===== config.mk =====
export PLATFORM = sky130hd
export DESIGN_NAME = ex_stage
export DESIGN_NICKNAME = d
export VERILOG_FILES = /design/src/rtl/ex_pkg.sv /design/src/rtl/alu.sv /design/src/rtl/ex_stage.sv
export SDC_FILE = /design/constraint.sdc
export NUM_CORES = 1
export LEC_CHECK = 0
export CAP_MARGIN = 0
export CORE_MARGIN = 2
export CORE_UTILIZATION = 45
export CTS_CLUSTER_SIZE = 14
export DETAILED_ROUTE_END_ITERATION = 7
export PLACE_DENSITY = 0.78
export SKIP_CTS_REPAIR_TIMING = 1
export SLEW_MARGIN = 0
export SYNTH_ARGS = -nofsm -noshare
export SYNTH_HDL_FRONTEND = slang
export SYNTH_SLANG_ARGS = --single-unit

===== constraint.sdc =====
create_clock -name clk -period 7.6 [get_ports clk]
set_input_delay 1.52 -clock clk [delete_from_list [all_inputs] [get_ports clk]]
set_output_delay 1.52 -clock clk [all_outputs]
set_load 0.005 [all_outputs]

===== src/rtl/ex_pkg.sv =====
`default_nettype none
// ============================================================================
//  Module      : ex_pkg
//  Description : Shared definitions for the execute stage: ALU control codes,
//                forward-select codes and the packed ID/EX register layout.
//  Ports       : none (package)
//  Revision    : 1.0 - initial release
// ============================================================================
package ex_pkg;

   // The ID/EX record is sized here, so these must track the XLEN/REGW
   // parameters of ex_stage.
   localparam int EX_XLEN = 32;
   localparam int EX_REGW = 5;

   // ALU control codes produced by the ALU decoder
   localparam logic [2:0] ALU_ADD = 3'b000;
   localparam logic [2:0] ALU_SUB = 3'b001;
   localparam logic [2:0] ALU_AND = 3'b010;
   localparam logic [2:0] ALU_OR  = 3'b011;
   localparam logic [2:0] ALU_XOR = 3'b100;
   localparam logic [2:0] ALU_SLT = 3'b101;

   // Forward selects from the hazard unit; 2'b11 is reserved and reads the
   // register-file value.
   localparam logic [1:0] FWD_RF = 2'b00;
   localparam logic [1:0] FWD_W  = 2'b01;
   localparam logic [1:0] FWD_M  = 2'b10;

   // All-zero value of this record is a bubble: no write, no memory access,
   // no redirect, ALU op add.
   typedef struct packed {
      logic                 regwrite;
      logic [1:0]           resultsrc;
      logic                 memwrite;
      logic                 jump;
      logic                 branch;
      logic                 alusrc;
      logic [2:0]           alucontrol;
      logic [EX_XLEN-1:0]   rd1;
      logic [EX_XLEN-1:0]   rd2;
      logic [EX_XLEN-1:0]   pc;
      logic [EX_XLEN-1:0]   immext;
      logic [EX_XLEN-1:0]   pcplus4;
      logic [EX_REGW-1:0]   rs1;
      logic [EX_REGW-1:0]   rs2;
      logic [EX_REGW-1:0]   rd;
   } id_ex_t;

endpackage
`default_nettype wire


===== src/rtl/alu.sv =====
`default_nettype none
// ============================================================================
//  Module      : alu
//  Description : Combinational RV32I execute ALU (add/sub/and/or/xor/slt).
//  Ports       : a, b        - operands
//                ALUControl  - 3-bit op code (see ex_pkg)
//                result      - ALU result; codes 110/111 give 0
//                zero        - result == 0
//  Revision    : 1.0 - initial release
// ============================================================================
module alu
   import ex_pkg::*;
#(
   parameter int XLEN = 32
) (
   input  logic [XLEN-1:0] a,
   input  logic [XLEN-1:0] b,
   input  logic [2:0]      ALUControl,
   output logic [XLEN-1:0] result,
   output logic            zero
);

   logic w_lt;

   assign w_lt = ($signed(a) < $signed(b));

   always_comb begin
      result = '0;
      case (ALUControl)
         ALU_ADD: result = a + b;
         ALU_SUB: result = a - b;
         ALU_AND: result = a & b;
         ALU_OR:  result = a | b;
         ALU_XOR: result = a ^ b;
         ALU_SLT: result = {{(XLEN-1){1'b0}}, w_lt};
         default: result = '0;
      endcase
   end

   assign zero = (result == '0);

endmodule
`default_nettype wire


===== src/rtl/ex_stage.sv =====
`default_nettype none
// ============================================================================
//  Module      : ex_stage
//  Description : Execute stage of the 5-stage RV32I pipeline. Holds the ID/EX
//                register, forwards operands, runs the ALU and resolves
//                branches and jumps.
//  Ports       : clk, rst            - clock / async active-high reset
//                StallE, FlushE      - ID/EX hold / bubble (flush wins)
//                *D                  - decode-stage control, data and indices
//                ForwardAE/BE        - forwarding selects from hazard unit
//                ALUResultM, ResultW - forwarding sources
//                RegWriteE, ResultSrcE, MemWriteE, Rs1E, Rs2E, RdE, PCPlus4E
//                                    - registered copies
//                ALUResultE, WriteDataE, PCTargetE, PCSrcE
//                                    - combinational execute results
//  Revision    : 1.0 - initial release
// ============================================================================
module ex_stage
   import ex_pkg::*;
#(
   parameter int XLEN = 32,
   parameter int REGW = 5
) (
   input  logic            clk,
   input  logic            rst,
   input  logic            StallE,
   input  logic            FlushE,
   input  logic            RegWriteD,
   input  logic [1:0]      ResultSrcD,
   input  logic            MemWriteD,
   input  logic            JumpD,
   input  logic            BranchD,
   input  logic            ALUSrcD,
   input  logic [2:0]      ALUControlD,
   input  logic [XLEN-1:0] RD1D,
   input  logic [XLEN-1:0] RD2D,
   input  logic [XLEN-1:0] PCD,
   input  logic [XLEN-1:0] ImmExtD,
   input  logic [XLEN-1:0] PCPlus4D,
   input  logic [REGW-1:0] Rs1D,
   input  logic [REGW-1:0] Rs2D,
   input  logic [REGW-1:0] RdD,
   input  logic [1:0]      ForwardAE,
   input  logic [1:0]      ForwardBE,
   input  logic [XLEN-1:0] ALUResultM,
   input  logic [XLEN-1:0] ResultW,
   output logic            RegWriteE,
   output logic [1:0]      ResultSrcE,
   output logic            MemWriteE,
   output logic [REGW-1:0] Rs1E,
   output logic [REGW-1:0] Rs2E,
   output logic [REGW-1:0] RdE,
   output logic [XLEN-1:0] PCPlus4E,
   output logic [XLEN-1:0] ALUResultE,
   output logic [XLEN-1:0] WriteDataE,
   output logic [XLEN-1:0] PCTargetE,
   output logic            PCSrcE
);

   id_ex_t          r_idex;
   id_ex_t          w_idex_d;
   logic [XLEN-1:0] w_srca;
   logic [XLEN-1:0] w_srcb;
   logic            w_zero;

   always_comb begin
      w_idex_d            = '0;
      w_idex_d.regwrite   = RegWriteD;
      w_idex_d.resultsrc  = ResultSrcD;
      w_idex_d.memwrite   = MemWriteD;
      w_idex_d.jump       = JumpD;
      w_idex_d.branch     = BranchD;
      w_idex_d.alusrc     = ALUSrcD;
      w_idex_d.alucontrol = ALUControlD;
      w_idex_d.rd1        = RD1D;
      w_idex_d.rd2        = RD2D;
      w_idex_d.pc         = PCD;
      w_idex_d.immext     = ImmExtD;
      w_idex_d.pcplus4    = PCPlus4D;
      w_idex_d.rs1        = Rs1D;
      w_idex_d.rs2        = Rs2D;
      w_idex_d.rd         = RdD;
   end

   // Flush is tested before stall so a simultaneous flush+stall still
   // inserts a bubble.
   always_ff @(posedge clk or posedge rst) begin
      if (rst)
         r_idex <= '0;
      else if (FlushE)
         r_idex <= '0;
      else if (!StallE)
         r_idex <= w_idex_d;
   end

   // Operand forwarding; the reserved select 11 falls back to the RF value.
   always_comb begin
      w_srca = r_idex.rd1;
      case (ForwardAE)
         FWD_W:   w_srca = ResultW;
         FWD_M:   w_srca = ALUResultM;
         default: w_srca = r_idex.rd1;
      endcase
   end

   always_comb begin
      WriteDataE = r_idex.rd2;
      case (ForwardBE)
         FWD_W:   WriteDataE = ResultW;
         FWD_M:   WriteDataE = ALUResultM;
         default: WriteDataE = r_idex.rd2;
      endcase
   end

   assign w_srcb = r_idex.alusrc ? r_idex.immext : WriteDataE;

   alu #(
      .XLEN (XLEN)
   ) u_alu (
      .a          (w_srca),
      .b          (w_srcb),
      .ALUControl (r_idex.alucontrol),
      .result     (ALUResultE),
      .zero       (w_zero)
   );

   assign PCTargetE  = r_idex.pc + r_idex.immext;
   assign PCSrcE     = (r_idex.branch & w_zero) | r_idex.jump;

   assign RegWriteE  = r_idex.regwrite;
   assign ResultSrcE = r_idex.resultsrc;
   assign MemWriteE  = r_idex.memwrite;
   assign Rs1E       = r_idex.rs1;
   assign Rs2E       = r_idex.rs2;
   assign RdE        = r_idex.rd;
   assign PCPlus4E   = r_idex.pcplus4;

endmodule
`default_nettype wire


==> summary.json, run 1 <==
{
  "power_leakage_uw": 0.0122,
  "grt_first_pass_wirelength_mm": 109,
  "final-hold-violation-count": 0,
  "post_route_cells_drive_above_1_share_pct": 22.4,
  "worst-r2r-cell-count": 3,
  "synth_edf_count": 0,
  "die-width_um": 199,
  "violated_checks": "negative setup slack",
  "crit_slowest_cell": "a211o_4",
  "synthesis.instances": 2115,
  "via_count_of_the_first_global_routing_pass": 18400,
  "critical_path.startpoint": "ForwardBE[0]",
  "tritoncts": "built",
  "post-synth-top-area-fraction_pct": 27.0,
  "synth_warnings": 0,
  "clock-skew-final_ns": 0,
  "async_flop_share_pct": 100,
  "status": "finished, violations left",
  "h_tree_level_count": 4,
  "num-nets-final": 3187,
  "worst_ep_required_time_ns": 6.08,
  "total_power_uw": 4290,
  "ys_seq_elements": 185,
  "clock_insertion_delay_worst_skew_ns": 0.48,
  "setup_viol": 3,
  "tritoncts.num_buffers": 17,
  "layout.filler_cells": 3093,
  "min_delay_worst_endpoint": "r_idex[130]$_DFFE_PP0P_",
  "drt_first_iter_violations": 1605,
  "core_area_um2": 37600,
  "maxSlewViolCount": 0,
  "startpoint_type_of_the_worst_setup_path": "input pin",
  "routed_wire_length_per_instance_um": 22.4,
  "peak_clock_frequency_supported_by_timing_mhz": 129,
  "netlist.top_cell.by_area": "dfrtp_1",
  "num_rows": 71,
  "routabilityCongestion": 0.994,
  "placement.io_buffers": 404,
  "timing.critical_path.fanout_max": 14,
  "vdd_ir_drop_max_mv": 0.176,
  "tns_ns": -0.195,
  "detailed_place.area_um2": 23900,
  "numClockSinks": 185,
  "total_grt_overflow": 0,
  "gr-usage-all-layers_pct": 36.4,
  "worstHoldStart": "r_idex[130]$_DFFE_PP0P_",
  "power.density_nw_per_um2": 168,
  "slowest_cell_delay_on_critical_path_ns": 0.38,
  "hpwl_mm": 57.5,
  "final_cell_area_um2": 25500,
  "rrSetupSlack_ns": 6.06,
  "syn_avg_cell_area_um2": 8.10,
  "routed_via_density": 5.78,
  "ctsRootBufferMaster": "clkbuf_16",
  "vias": 19200,
  "timing.final.crit_period_ns": 7.75,
  "rsz0062_at_grt": "yes",
  "setup_ws_post_layout_ns": -0.155,
  "clock_tree.buffer_depth": 2,
  "grt_antenna_before_repair": 7,
  "layout_worst_path_cycle_share_pct": 102,
  "cts.clk_slew.worst_paths_ns": 0.07,
  "worst_pin_slew_ns": 0.976,
  "dr.pass1.iters": 5,
  "endpoint_kind": "primary output",
  "worst_path_most_repeated_cell": "buf_6",
  "arrival_time_of_data_at_the_critical_path_endpoint_ns": 6.23,
  "initial_cell_density_of_the_core_pct": 45.6,
  "die_h_um": 199,
  "areaGrowthSynthToFinish_pct": 48.7,
  "crit-reg2reg-capture": "r_idex[177]$_DFFE_PP0P_",
  "r2r_start": "r_idex[177]$_DFFE_PP0P_",
  "postSynthNetCount": 2515,
  "grt_start_max_net_pins": 107,
  "ys.flop_type": "dfrtp_1",
  "wl_mm": 74.4,
  "cap_viol_max_count": 0,
  "timing.slew.headroom_pct": 34.9,
  "yosys.cell_types.count": 95,
  "post_synthesis_cell_area_um2": 17100,
  "drt.antenna.violating_nets": 0,
  "netlist_top_cells_area": "dfrtp_1 27%, mux2i_1 11%, ha_1 10%, nor2_1 7.0%, a21oi_1 4.2%",
  "worstHoldPathType": "reg2reg",
  "post_synthesis_sequential_area_ratio_pct": 27.0,
  "timing.hold.worst_path_depth": 2,
  "post-route-drc-count": 0,
  "pin_count": 405,
  "hold_ws_ns": 0.529,
  "die_outline_area_um2": 39700,
  "path_type_of_the_worst_setup_path": "in2out"
}
[power breakdown]
group	leakage [uW]	total [uW]	internal [uW]	switching (uW)
sequential	0.00245	1090	1040	50.4
clock	0.000293	952	472	481
combinational	0.00941	2250	1140	1110
total	0.0122	4290	2660	1640
[synthesized netlist by cell type (23+ instances only)]
cell type / number
a22oi_1: 73
a21o_1: 30
buf_1: 34
nor2_1: 319
buf_4: 53
nand2_1: 124
clkbuf_1: 72
mux2i_1: 194
inv_1: 143
a21oi_1: 144
ha_1: 140
nand3_1: 23
nor3_1: 44
o21ai_0: 132
dfrtp_1: 185
[final cells by class]
class                      instances  area (um^2)  area share [%]
antenna                            2         5.00          0.0196
clock buffer                      17          425            1.67
clock inverter                    15          178           0.697
inverter                         144          551            2.16
multi-input combinational       1599        11600            45.4
sequential                       185         4630            18.2
tap                              511          639            2.51
timing repair buffer             840         7480            29.3
[how the worst max path moves through the flow]
stage | end
floorplan | PCSrcE
global placement | PCSrcE
detailed placement | PCSrcE
CTS | PCSrcE
global route | PCSrcE
finish | PCSrcE
[flip-flops by register name, indices dropped and copies added (netlist names)]
signal and cells:
MemWriteE 1, Rs2E 5, r_idex 134, Rs1E 5, RegWriteE 1, PCPlus4E 32, RdE 5, ResultSrcE 2
[worst max-delay path: cells and delay by family]
kind                       cells  cell delay [ns]
AOI/OAI and AO/OA              8             1.92
muxes                          1             0.15
and+or+nand+nor                6             1.02
buffers and inverters          9             1.22
adders and majority gates      2             0.39
[cell families (layout without fill, tap and decap cells)]
logic type	after synthesis	after routing	synth area share, %
XOR/XNOR	32	32	1.64
other	0	2	0
adder cells (fa/ha/maj)	143	143	10.6
AND/OR/NAND/NOR	626	626	16.2
buffers and inverters	331	1016	9.30
AO/OA/AOI/OAI	600	600	23.7
flip-flops	185	185	27.0
multiplexers	198	198	11.6
[per-stage QoR]
| step | instances | setup slack (ns) | util [%] |
|---|---|---|---|
| after floorplan | 2115 | 0.155 | - |
| after global placement | 3254 | -1.51 | 63.6 |
| after detailed placement | 3254 | -1.37 | 63.6 |
| after CTS | 3286 | -1.40 | 65.2 |
| after global routing | 3312 | -0.407 | 67.8 |
| final | 3313 | -0.155 | 67.8 |
[placed cells by master (no fill, tap or decap), drive strengths merged, types with 6 or more instances in the layout]
cell,instances
buf,440
clkdlybuf4s50,382
nor2,319
mux2i,194
dfrtp,185
inv,152
a21oi,144
ha,140
o21ai,136
nand2,124
a22oi,73
nor3,44
a21o,32
nand3,24
xnor2,21
o211ai,21
clkbuf,21
o21a,20
nor2b,19
nand2b,17
nand4,15
dlymetal6s2s,14
a211oi,14
o221a,12
or3,12
o31ai,12
a31oi,12
o221ai,12
xor2,11
a211o,11
o21bai,10
o22ai,10
a2111oi,10
nor4,10
and3,9
a221oi,9
or2,7
and2,6
[per-layer routing]
layer / up-vias / track usage, % / share of wire (%)
li1: 8827 / - / -
met1: 9309 / 49.5 / 42
met2: 875 / 57.7 / 46
met3: 136 / 7.32 / 8.7
met4: 6 / 11.9 / 3.2
met5: - / 0 / 0.052
No activity file was read; power rests on OpenSTA's default activity.
==> run 2, diff against run 1 <==
--- a/config.mk
+++ b/config.mk
@@ -7,10 +7,11 @@
 export LEC_CHECK = 0
 export CAP_MARGIN = 0
 export CORE_MARGIN = 2
-export CORE_UTILIZATION = 45
+export CORE_UTILIZATION = 30
 export CTS_CLUSTER_SIZE = 14
 export DETAILED_ROUTE_END_ITERATION = 7
-export PLACE_DENSITY = 0.78
+export PLACE_DENSITY = 0.57
+export SETUP_SLACK_MARGIN = 0.5
 export SKIP_CTS_REPAIR_TIMING = 1
 export SLEW_MARGIN = 0
 export SYNTH_ARGS = -nofsm -noshare
==> run 2 against run 1 <==
The flow still finishes with violations (negative setup slack). Sequential cell count is the same. Critical endpoint unchanged. Total power rose by 2.3%. Highest routed layer unchanged. Global-route usage fell by 11 points. Sequential share of layout area fell by 0.48 points. Combinational power rose by 2%. Critical path depth shrank 3. Largest cell class unchanged. Design area rose by 2.7%. Hold slack lost 0.0027 ns.
==> summary.json, run 2 (synthesis gave the netlist of run 1 again) <==
{
  "endpoint_kind": {"value": "primary output", "change": "unchanged"},
  "final_cell_area": {"value": 26200, "unit": "um^2", "change": "was 25,500 um^2"},
  "areaGrowthSynthToFinish": {"value": 52.7, "unit": "%", "change": "was 48.7%"},
  "arrival_time_of_data_at_the_critical_path_endpoint": {"value": 6.16, "unit": "ns", "change": "was 6.23 ns"},
  "layout.cells.most_common": {"value": "buf_4", "change": "unchanged"},
  "timing.critical_path.fanout_max": {"value": 6, "change": "was 14"},
  "total_power": {"value": 4390, "unit": "uW", "change": "was 4290 uW"},
  "worst_pin_slew": {"value": 1.04, "unit": "ns", "change": "was 0.976 ns"},
  "vdd_ir_drop_max": {"value": 0.142, "unit": "mV", "change": "was 0.176 mV"},
  "largest_register": {"value": "r_idex", "change": "unchanged"},
  "peak_clock_frequency_supported_by_timing": {"value": 130, "unit": "MHz", "change": "was 129 MHz"},
  "maxSlewViolCount": {"value": 0, "change": "unchanged"},
  "hpwl": {"value": 60.7, "unit": "mm", "change": "was 57.5 mm"},
  "gr-usage-all-layers": {"value": 25.3, "unit": "%", "change": "was 36.4%"},
  "num_rows": {"value": 87, "change": "was 71"},
  "setup_viol": {"value": 2, "change": "was 3"},
  "clock_tree.buffer_depth": {"value": 2, "change": "unchanged"},
  "tritoncts": {"value": "built", "change": "unchanged"},
  "post_route_cells_drive_above_1_share": {"value": 24.2, "unit": "%", "change": "was 22.4%"},
  "h_tree_level_count": {"value": 4, "change": "unchanged"},
  "core_area": {"value": 56400, "unit": "um^2", "change": "was 37,600 um^2"},
  "grt_start_max_net_pins": {"value": 119, "change": "was 107"},
  "status": {"value": "finished, violations left", "change": "unchanged"},
  "tritoncts.num_buffers": {"value": 17, "change": "unchanged"},
  "worstHoldPathType": {"value": "reg2reg", "change": "unchanged"},
  "routed_via_density": {"value": 5.26, "change": "was 5.78"},
  "drt_first_iter_violations": {"value": 1405, "change": "was 1,605"},
  "final-hold-violation-count": {"value": 0, "change": "unchanged"},
  "startpoint_type_of_the_worst_setup_path": {"value": "input pin", "change": "unchanged"},
  "die_outline_area": {"value": 59100, "unit": "um^2", "change": "was 39,700 um^2"},
  "rrSetupSlack": {"value": 6.20, "unit": "ns", "change": "was 6.06 ns"},
  "detailed_place.area": {"value": 24200, "unit": "um^2", "change": "was 23,900 um^2"},
  "post-route-drc-count": {"value": 0, "change": "unchanged"},
  "total_grt_overflow": {"value": 0, "change": "unchanged"},
  "dr.pass1.iters": {"value": 5, "change": "unchanged"},
  "grt_first_pass_wirelength": {"value": 115, "unit": "mm", "change": "was 109 mm"},
  "violated_checks": {"value": "negative setup slack", "change": "unchanged"},
  "wl": {"value": 78.0, "unit": "mm", "change": "was 74.4 mm"},
  "pin_count": {"value": 405, "change": "unchanged"},
  "die-width": {"value": 243, "unit": "um", "change": "was 199 um"},
  "tns": {"value": -0.106, "unit": "ns", "change": "was -0.195 ns"},
  "numClockSinks": {"value": 185, "change": "unchanged"},
  "path_type_of_the_worst_setup_path": {"value": "in2out", "change": "unchanged"},
  "routed_wire_length_per_instance": {"value": 22.0, "unit": "um", "change": "was 22.4 um"},
  "initial_cell_density_of_the_core": {"value": 30.4, "unit": "%", "change": "was 45.6%"},
  "die_h": {"value": 243, "unit": "um", "change": "was 199 um"},
  "layout.filler_cells": {"value": 5631, "change": "was 3,093"},
  "cap_viol_max_count": {"value": 0, "change": "unchanged"},
  "rsz0062_at_grt": {"value": "yes", "change": "unchanged"},
  "via_count_of_the_first_global_routing_pass": {"value": 18500, "change": "was 18,400"},
  "timing.slew.headroom": {"value": 30.5, "unit": "%", "change": "was 34.9%"},
  "clock_insertion_delay_worst_skew": {"value": 0.49, "unit": "ns", "change": "was 0.48 ns"},
  "grt_antenna_before_repair": {"value": 12, "change": "was 7"},
  "timing.final.crit_period": {"value": 7.68, "unit": "ns", "change": "was 7.75 ns"},
  "setup_ws_post_layout": {"value": -0.0819, "unit": "ns", "change": "was -0.155 ns"},
  "clock-skew-final": {"value": 0, "unit": "ns", "change": "unchanged"},
  "layout_worst_path_cycle_share": {"value": 101, "unit": "%", "change": "was 102%"},
  "num-nets-final": {"value": 3183, "change": "was 3,187"},
  "max_reg_flops": {"value": 134, "change": "unchanged"},
  "vias": {"value": 18700, "change": "was 19,200"},
  "placement.io_buffers": {"value": 404, "change": "unchanged"},
  "layout_common_cells": {"value": "405 x buf_4, 388 x clkdlybuf4s50_1, 312 x nor2_1", "change": "was 417 x buf_4, 382 x clkdlybuf4s50_1, 315 x nor2_1"},
  "ctsRootBufferMaster": {"value": "clkbuf_16", "change": "unchanged"},
  "drt.antenna.violating_nets": {"value": 0, "change": "unchanged"},
  "worst_ep_required_time": {"value": 6.08, "unit": "ns", "change": "about the same"},
  "power.density": {"value": 168, "unit": "nW/um^2", "change": "about the same"},
  "cts.clk_slew.worst_paths": {"value": 0.08, "unit": "ns", "change": "was 0.07 ns"},
  "routabilityCongestion": {"value": 0.946, "change": "was 0.994"},
  "power_leakage": {"value": 0.0122, "unit": "uW", "change": "about the same"}
}
-- run 2: area by class of cell --
type / instances / area [um^2] / share of cell area (%)
sequential: 185 / 4630 / 17.7
clock buffer: 17 / 425 / 1.63
inverter: 144 / 548 / 2.09
clock inverter: 15 / 220 / 0.841
multi-input combinational: 1599 / 11900 / 45.4
tap: 756 / 946 / 3.61
timing repair buffer: 836 / 7530 / 28.8
antenna: 2 / 5.00 / 0.0191
-- run 2: path summary, 6_finish.rpt --
| path | from | to | cells past startpoint |
|---|---|---|---|
| setup reg to reg | r_idex[177]$_DFFE_PP0P_ | r_idex[177]$_DFFE_PP0P_ | 2 |
| max in group asynchronous | rst | r_idex[134]$_DFFE_PP0P_ | 3 |
| hold / removal | r_idex[168]$_DFFE_PP0P_ | r_idex[168]$_DFFE_PP0P_ | 2 |
| min in group asynchronous | rst | PCPlus4E[20]$_DFFE_PP0P_ | 2 |
| setup / recovery | ForwardBE[1] | PCSrcE | 23 |
| hold reg to reg | r_idex[168]$_DFFE_PP0P_ | r_idex[168]$_DFFE_PP0P_ | 2 |
-- run 2: worst max-delay path: stages --
cell and delay, ns:
buf_8 0.10, buf_6 0.11, ha_4 0.28, nor2_4 0.10, a21oi_2 0.05, o21ai_2 0.23, ha_2 0.24, inv_2 0.04
fa_2 0.37, nand2b_4 0.17, a211o_1 0.25, nand3_1 0.09, o221ai_2 0.11, or4_4 0.59, nor4_4 0.14, buf_4 0.16
or4b_4 0.48, nor4_4 0.14, buf_4 0.14, and4b_2 0.26, nand3_2 0.11, o41ai_2 0.30, buf_2 0.16
-- run 2: where the power goes --
group | switching [uW] | total (uW) | internal [uW]
clock | 540 | 1000 | 465
sequential | 55.4 | 1090 | 1040
combinational | 1120 | 2290 | 1170
total | 1720 | 4390 | 2670
-- run 2: metal layers --
metal  track usage, %  wire, um
met5                0       136
met4             7.09      2050
met3             6.32      5430
met2             40.9     36200
met1             33.3     34200
-- run 2: metrics by stage --
stage / setup slack, ns / std cells / hold WS, ns / utilization (%)
after floorplan: 0.504 / 2115 / 0.489 / -
after global placement: -1.41 / 3498 / 0.504 / 42.9
after detailed placement: -1.39 / 3498 / 0.512 / 42.9
after CTS: -1.41 / 3530 / 0.531 / 44.1
after global routing: -0.233 / 3553 / 0.552 / 46.4
final: -0.0819 / 3554 / 0.526 / 46.4
==> run 3, diff against run 2 <==
--- a/config.mk
+++ b/config.mk
@@ -5,12 +5,13 @@
 export SDC_FILE = /design/constraint.sdc
 export NUM_CORES = 1
 export LEC_CHECK = 0
+export ABC_AREA = 1
 export CAP_MARGIN = 0
 export CORE_MARGIN = 2
 export CORE_UTILIZATION = 30
 export CTS_CLUSTER_SIZE = 14
 export DETAILED_ROUTE_END_ITERATION = 7
-export PLACE_DENSITY = 0.57
+export PLACE_DENSITY = 0.56
 export SETUP_SLACK_MARGIN = 0.5
 export SKIP_CTS_REPAIR_TIMING = 1
 export SLEW_MARGIN = 0
==> run 3 against run 2 <==
The run now ends clean. Global-route usage shrank 0.26 points. Clock-buffer cell count unchanged. Cell count increased by 19%. Utilization is 2.4 points lower. Sequential share of layout area down 0.26 points. Sequential power hardly changed. Hold slack got worse by 0.015 ns. Critical path type unchanged. Critical endpoint is now ALUResultE[23]. Largest cell class unchanged. Largest power group unchanged.
==> summary.json, run 3 <==
{
  "post_synthesis_sequential_area_ratio": {"value": 25.3, "unit": "%", "change": "was 27.0%"},
  "grt_first_pass_wirelength": {"value": 120, "unit": "mm", "change": "was 115 mm"},
  "pin_count": {"value": 405, "change": "unchanged"},
  "syn_avg_cell_area": {"value": 6.49, "unit": "um^2", "change": "was 8.10 um^2"},
  "clock_tree.buffer_depth": {"value": 2, "change": "unchanged"},
  "die_h": {"value": 251, "unit": "um", "change": "was 243 um"},
  "multi_input_area": {"value": 11600, "unit": "um^2", "change": "was 11,900 um^2"},
  "grt_start_max_net_pins": {"value": 183, "change": "was 119"},
  "yosysMostFrequentCell": {"value": "nand2_1", "change": "was nor2_1"},
  "power.density": {"value": 191, "unit": "nW/um^2", "change": "was 168 nW/um^2"},
  "post_synthesis_cell_area": {"value": 18300, "unit": "um^2", "change": "was 17,100 um^2"},
  "clock-skew-final": {"value": 0, "unit": "ns", "change": "unchanged"},
  "synth_edf_count": {"value": 0, "change": "unchanged"},
  "worst_ep_required_time": {"value": 6.08, "unit": "ns", "change": "about the same"},
  "hold_ws": {"value": 0.512, "unit": "ns", "change": "was 0.526 ns"},
  "power_report.internal_total": {"value": 2910, "unit": "uW", "change": "was 2670 uW"},
  "switchingPower": {"value": 2160, "unit": "uW", "change": "was 1720 uW"},
  "drt.antenna.violating_nets": {"value": 0, "change": "unchanged"},
  "power_frac_seq": {"value": 21.7, "unit": "%", "change": "was 24.9%"},
  "placement.io_buffers": {"value": 404, "change": "unchanged"},
  "initial_cell_density_of_the_core": {"value": 30.3, "unit": "%", "change": "was 30.4%"},
  "ys_seq_elements": {"value": 185, "change": "unchanged"},
  "met2WireLength": {"value": 37.5, "unit": "mm", "change": "was 36.2 mm"},
  "layout_worst_path_cycle_share": {"value": 91.8, "unit": "%", "change": "was 101%"},
  "worstHoldPathType": {"value": "reg2reg", "change": "unchanged"},
  "combinationalPowerShare": {"value": 59.8, "unit": "%", "change": "was 52.2%"},
  "ctsRootBufferMaster": {"value": "clkbuf_16", "change": "unchanged"},
  "layout.cells.most_common": {"value": "nand2_1", "change": "was buf_4"},
  "wl_met1": {"value": 35.8, "unit": "mm", "change": "was 34.2 mm"},
  "commonest_cells_in_the_synthesized_netlist": {"value": "720 x nand2_1, 409 x nand3_1, 381 x inv_1", "change": "was 319 x nor2_1, 194 x mux2i_1, 185 x dfrtp_1"},
  "grt_antenna_before_repair": {"value": 13, "change": "was 12"},
  "netlist.top_cell.by_area": {"value": "dfrtp_1", "change": "unchanged"},
  "worst_pin_slew": {"value": 0.938, "unit": "ns", "change": "was 1.04 ns"},
  "peak_clock_frequency_supported_by_timing": {"value": 143, "unit": "MHz", "change": "was 130 MHz"},
  "num-nets-final": {"value": 3831, "change": "was 3,183"},
  "tritoncts": {"value": "built", "change": "unchanged"},
  "numClockSinks": {"value": 185, "change": "unchanged"},
  "drt_first_iter_violations": {"value": 1593, "change": "was 1,405"},
  "layout.filler_cells": {"value": 6339, "change": "was 5,631"},
  "final-hold-violation-count": {"value": 0, "change": "unchanged"},
  "ys.flop_type": {"value": "dfrtp_1", "change": "unchanged"},
  "synthesis.instances": {"value": 2820, "change": "was 2,115"},
  "num_rows": {"value": 90, "change": "was 87"},
  "tritoncts.num_buffers": {"value": 17, "change": "unchanged"},
  "timing.critical_path.fanout_max": {"value": 20, "change": "was 6"},
  "power_switching_share": {"value": 42.7, "unit": "%", "change": "was 39.1%"},
  "final_cell_area": {"value": 26600, "unit": "um^2", "change": "was 26,200 um^2"},
  "post-route-drc-count": {"value": 0, "change": "unchanged"},
  "vias": {"value": 20800, "change": "was 18,700"},
  "dr.pass1.iters": {"value": 6, "change": "was 5"},
  "yosys.cell_types.count": {"value": 46, "change": "was 95"},
  "netlist_top_cells_area": {"value": "dfrtp_1 25%, nand2_1 15%, nand3_1 11%, ha_1 9.6%, inv_1 7.8%", "change": "was dfrtp_1 27%, mux2i_1 11%, ha_1 10%, nor2_1 7.0%, a21oi_1 4.2%"},
  "dr.max_layer_used": {"value": "met5", "change": "unchanged"},
  "wl_met3": {"value": 6.19, "unit": "mm", "change": "was 5.43 mm"},
  "die-width": {"value": 251, "unit": "um", "change": "was 243 um"},
  "rsz0062_at_grt": {"value": "yes", "change": "unchanged"},
  "startpoint_type_of_the_worst_setup_path": {"value": "input pin", "change": "unchanged"},
  "h_tree_level_count": {"value": 4, "change": "unchanged"},
  "cap_viol_max_count": {"value": 0, "change": "unchanged"},
  "power.share.clock": {"value": 18.5, "unit": "%", "change": "was 22.9%"},
  "power_leakage": {"value": 0.0135, "unit": "uW", "change": "was 0.0122 uW"},
  "hpwl": {"value": 65.2, "unit": "mm", "change": "was 60.7 mm"},
  "synth_warnings": {"value": 0, "change": "unchanged"},
  "path_type_of_the_worst_setup_path": {"value": "in2out", "change": "unchanged"},
  "regArea": {"value": 4630, "unit": "um^2", "change": "about the same"},
  "clock_insertion_delay_worst_skew": {"value": 0.44, "unit": "ns", "change": "was 0.49 ns"},
  "routed_wire_length_per_instance": {"value": 19.2, "unit": "um", "change": "was 22.0 um"},
  "cts.clk_slew.worst_paths": {"value": 0.08, "unit": "ns", "change": "about the same"},
  "routabilityCongestion": {"value": 0.971, "change": "was 0.946"},
  "timing.final.crit_period": {"value": 6.97, "unit": "ns", "change": "was 7.68 ns"},
  "async_flop_share": {"value": 100, "unit": "%", "change": "unchanged"},
  "arrival_time_of_data_at_the_critical_path_endpoint": {"value": 5.45, "unit": "ns", "change": "was 6.16 ns"},
  "max_reg_flops": {"value": 134, "change": "unchanged"},
  "wl": {"value": 81.2, "unit": "mm", "change": "was 78.0 mm"},
  "endpoint_kind": {"value": "primary output", "change": "unchanged"},
  "detailed_place.area": {"value": 25300, "unit": "um^2", "change": "was 24,200 um^2"},
  "timing.slew.headroom": {"value": 37.5, "unit": "%", "change": "was 30.5%"},
  "areaGrowthSynthToFinish": {"value": 45.0, "unit": "%", "change": "was 52.7%"},
  "routed_via_density": {"value": 4.93, "change": "was 5.26"},
  "postSynthNetCount": {"value": 3220, "change": "was 2,515"},
  "via_count_of_the_first_global_routing_pass": {"value": 20000, "change": "was 18,500"},
  "largest_register": {"value": "r_idex", "change": "unchanged"},
  "setup_viol": {"value": 0, "change": "was 2"},
  "gr-usage-all-layers": {"value": 25.0, "unit": "%", "change": "was 25.3%"},
  "post-synth-top-area-fraction": {"value": 25.3, "unit": "%", "change": "was 27.0%"},
  "core_area": {"value": 60400, "unit": "um^2", "change": "was 56,400 um^2"},
  "layout_common_cells": {"value": "712 x nand2_1, 405 x nand3_1, 399 x clkdlybuf4s50_1", "change": "was 405 x buf_4, 388 x clkdlybuf4s50_1, 312 x nor2_1"},
  "post_route_cells_drive_above_1_share": {"value": 18.5, "unit": "%", "change": "was 24.2%"},
  "total_grt_overflow": {"value": 0, "change": "unchanged"},
  "tns": {"value": 0, "unit": "ns", "change": "was -0.106 ns"},
  "vdd_ir_drop_max": {"value": 0.129, "unit": "mV", "change": "was 0.142 mV"},
  "die_outline_area": {"value": 63000, "unit": "um^2", "change": "was 59,100 um^2"},
  "status": {"value": "complete, no violations", "change": "was finished, violations left"},
  "maxSlewViolCount": {"value": 0, "change": "unchanged"}
}
[run 3: changes by cell type in the layout (fill, tap and decap cells not counted), moves of 40 or more]
cell,before,now
a221o_1,3,61
a22oi_1,63,3
buf_4,405,365
inv_1,138,376
mux2i_1,194,0
nand2_1,123,712
nand3_1,19,405
nor2_1,312,137
o21ai_0,92,150
[run 3: final cells by class]
type / count / share of cell area (%)
multi-input combinational: 2031 / 43.8
timing repair buffer: 790 / 27.0
sequential: 185 / 17.4
inverter: 406 / 5.79
tap: 782 / 3.68
clock buffer: 17 / 1.60
clock inverter: 15 / 0.636
antenna: 2 / 0.0188
[run 3: final timing paths]
check                                          from  depth (start not counted)                  endpoint  slack (ns)
hold / removal             PCPlus4E[12]$_DFFE_PP0P_                          2  PCPlus4E[12]$_DFFE_PP0P_        0.51
setup / recovery                       ForwardAE[0]                         22            ALUResultE[23]        0.63
min in group asynchronous                       rst                          2  PCPlus4E[21]$_DFFE_PP0P_        1.52
hold reg to reg            PCPlus4E[12]$_DFFE_PP0P_                          2  PCPlus4E[12]$_DFFE_PP0P_        0.51
setup reg to reg            r_idex[178]$_DFFE_PP0P_                          2   r_idex[178]$_DFFE_PP0P_        6.55
max in group asynchronous                       rst                          3   r_idex[159]$_DFFE_PP0P_        4.84
[run 3: cells by family after synthesis]
family / share of synthesized area (%)
AO/OA/AOI/OAI: 15.1
XOR/XNOR: 1.48
adder cells (fa/ha/maj): 9.89
buffers and inverters: 14.4
flip-flops: 25.3
AND/OR/NAND/NOR: 33.9
[run 3: critical path: stages]
cell and delay (ns):
clkdlybuf4s50_1 0.49, inv_1 0.08, ha_4 0.27, buf_8 0.16, a221o_1 0.27, o21ai_0 0.11, inv_1 0.10, ha_1 0.33
buf_6 0.18, nand2_1 0.07, inv_1 0.11, nand2_1 0.11, nor3_2 0.27, nand3_1 0.21, nand3_1 0.13, nand2_1 0.05
nand3_1 0.07, nand2_1 0.06, nor2_1 0.22, buf_4 0.16, inv_1 0.03, clkdlybuf4s50_1 0.42
[run 3: routing by layer]
metal | up-vias | GRT usage (%)
met5 | - | 0
met4 | 22 | 5.75
met3 | 101 | 5.91
met2 | 665 | 41.3
met1 | 9668 | 33.0
li1 | 10400 | -
[run 3: power groups by stage]
| stage | sequential, uW | combinational [uW] | clock (uW) |
|---|---|---|---|
| after detailed placement | 1110 | 2870 | 0 |
| after global placement | 1110 | 2880 | 0 |
| final | 1100 | 3030 | 938 |
| after global routing | 1110 | 3300 | 999 |
| after CTS | 1100 | 2880 | 963 |
| after floorplan | 1090 | 1410 | 0 |
[run 3: stage by stage]
step                std cells  utilization [%]  power [uW]  setup WS (ns)
floorplan                2820                -        2500           1.05
global placement         4188             41.9        3990         -0.485
detailed placement       4188             41.9        3990         -0.483
CTS                      4220             42.9        4940         -0.493
global route             4227             44.0        5410          0.449
finish                   4228             44.0        5070          0.626
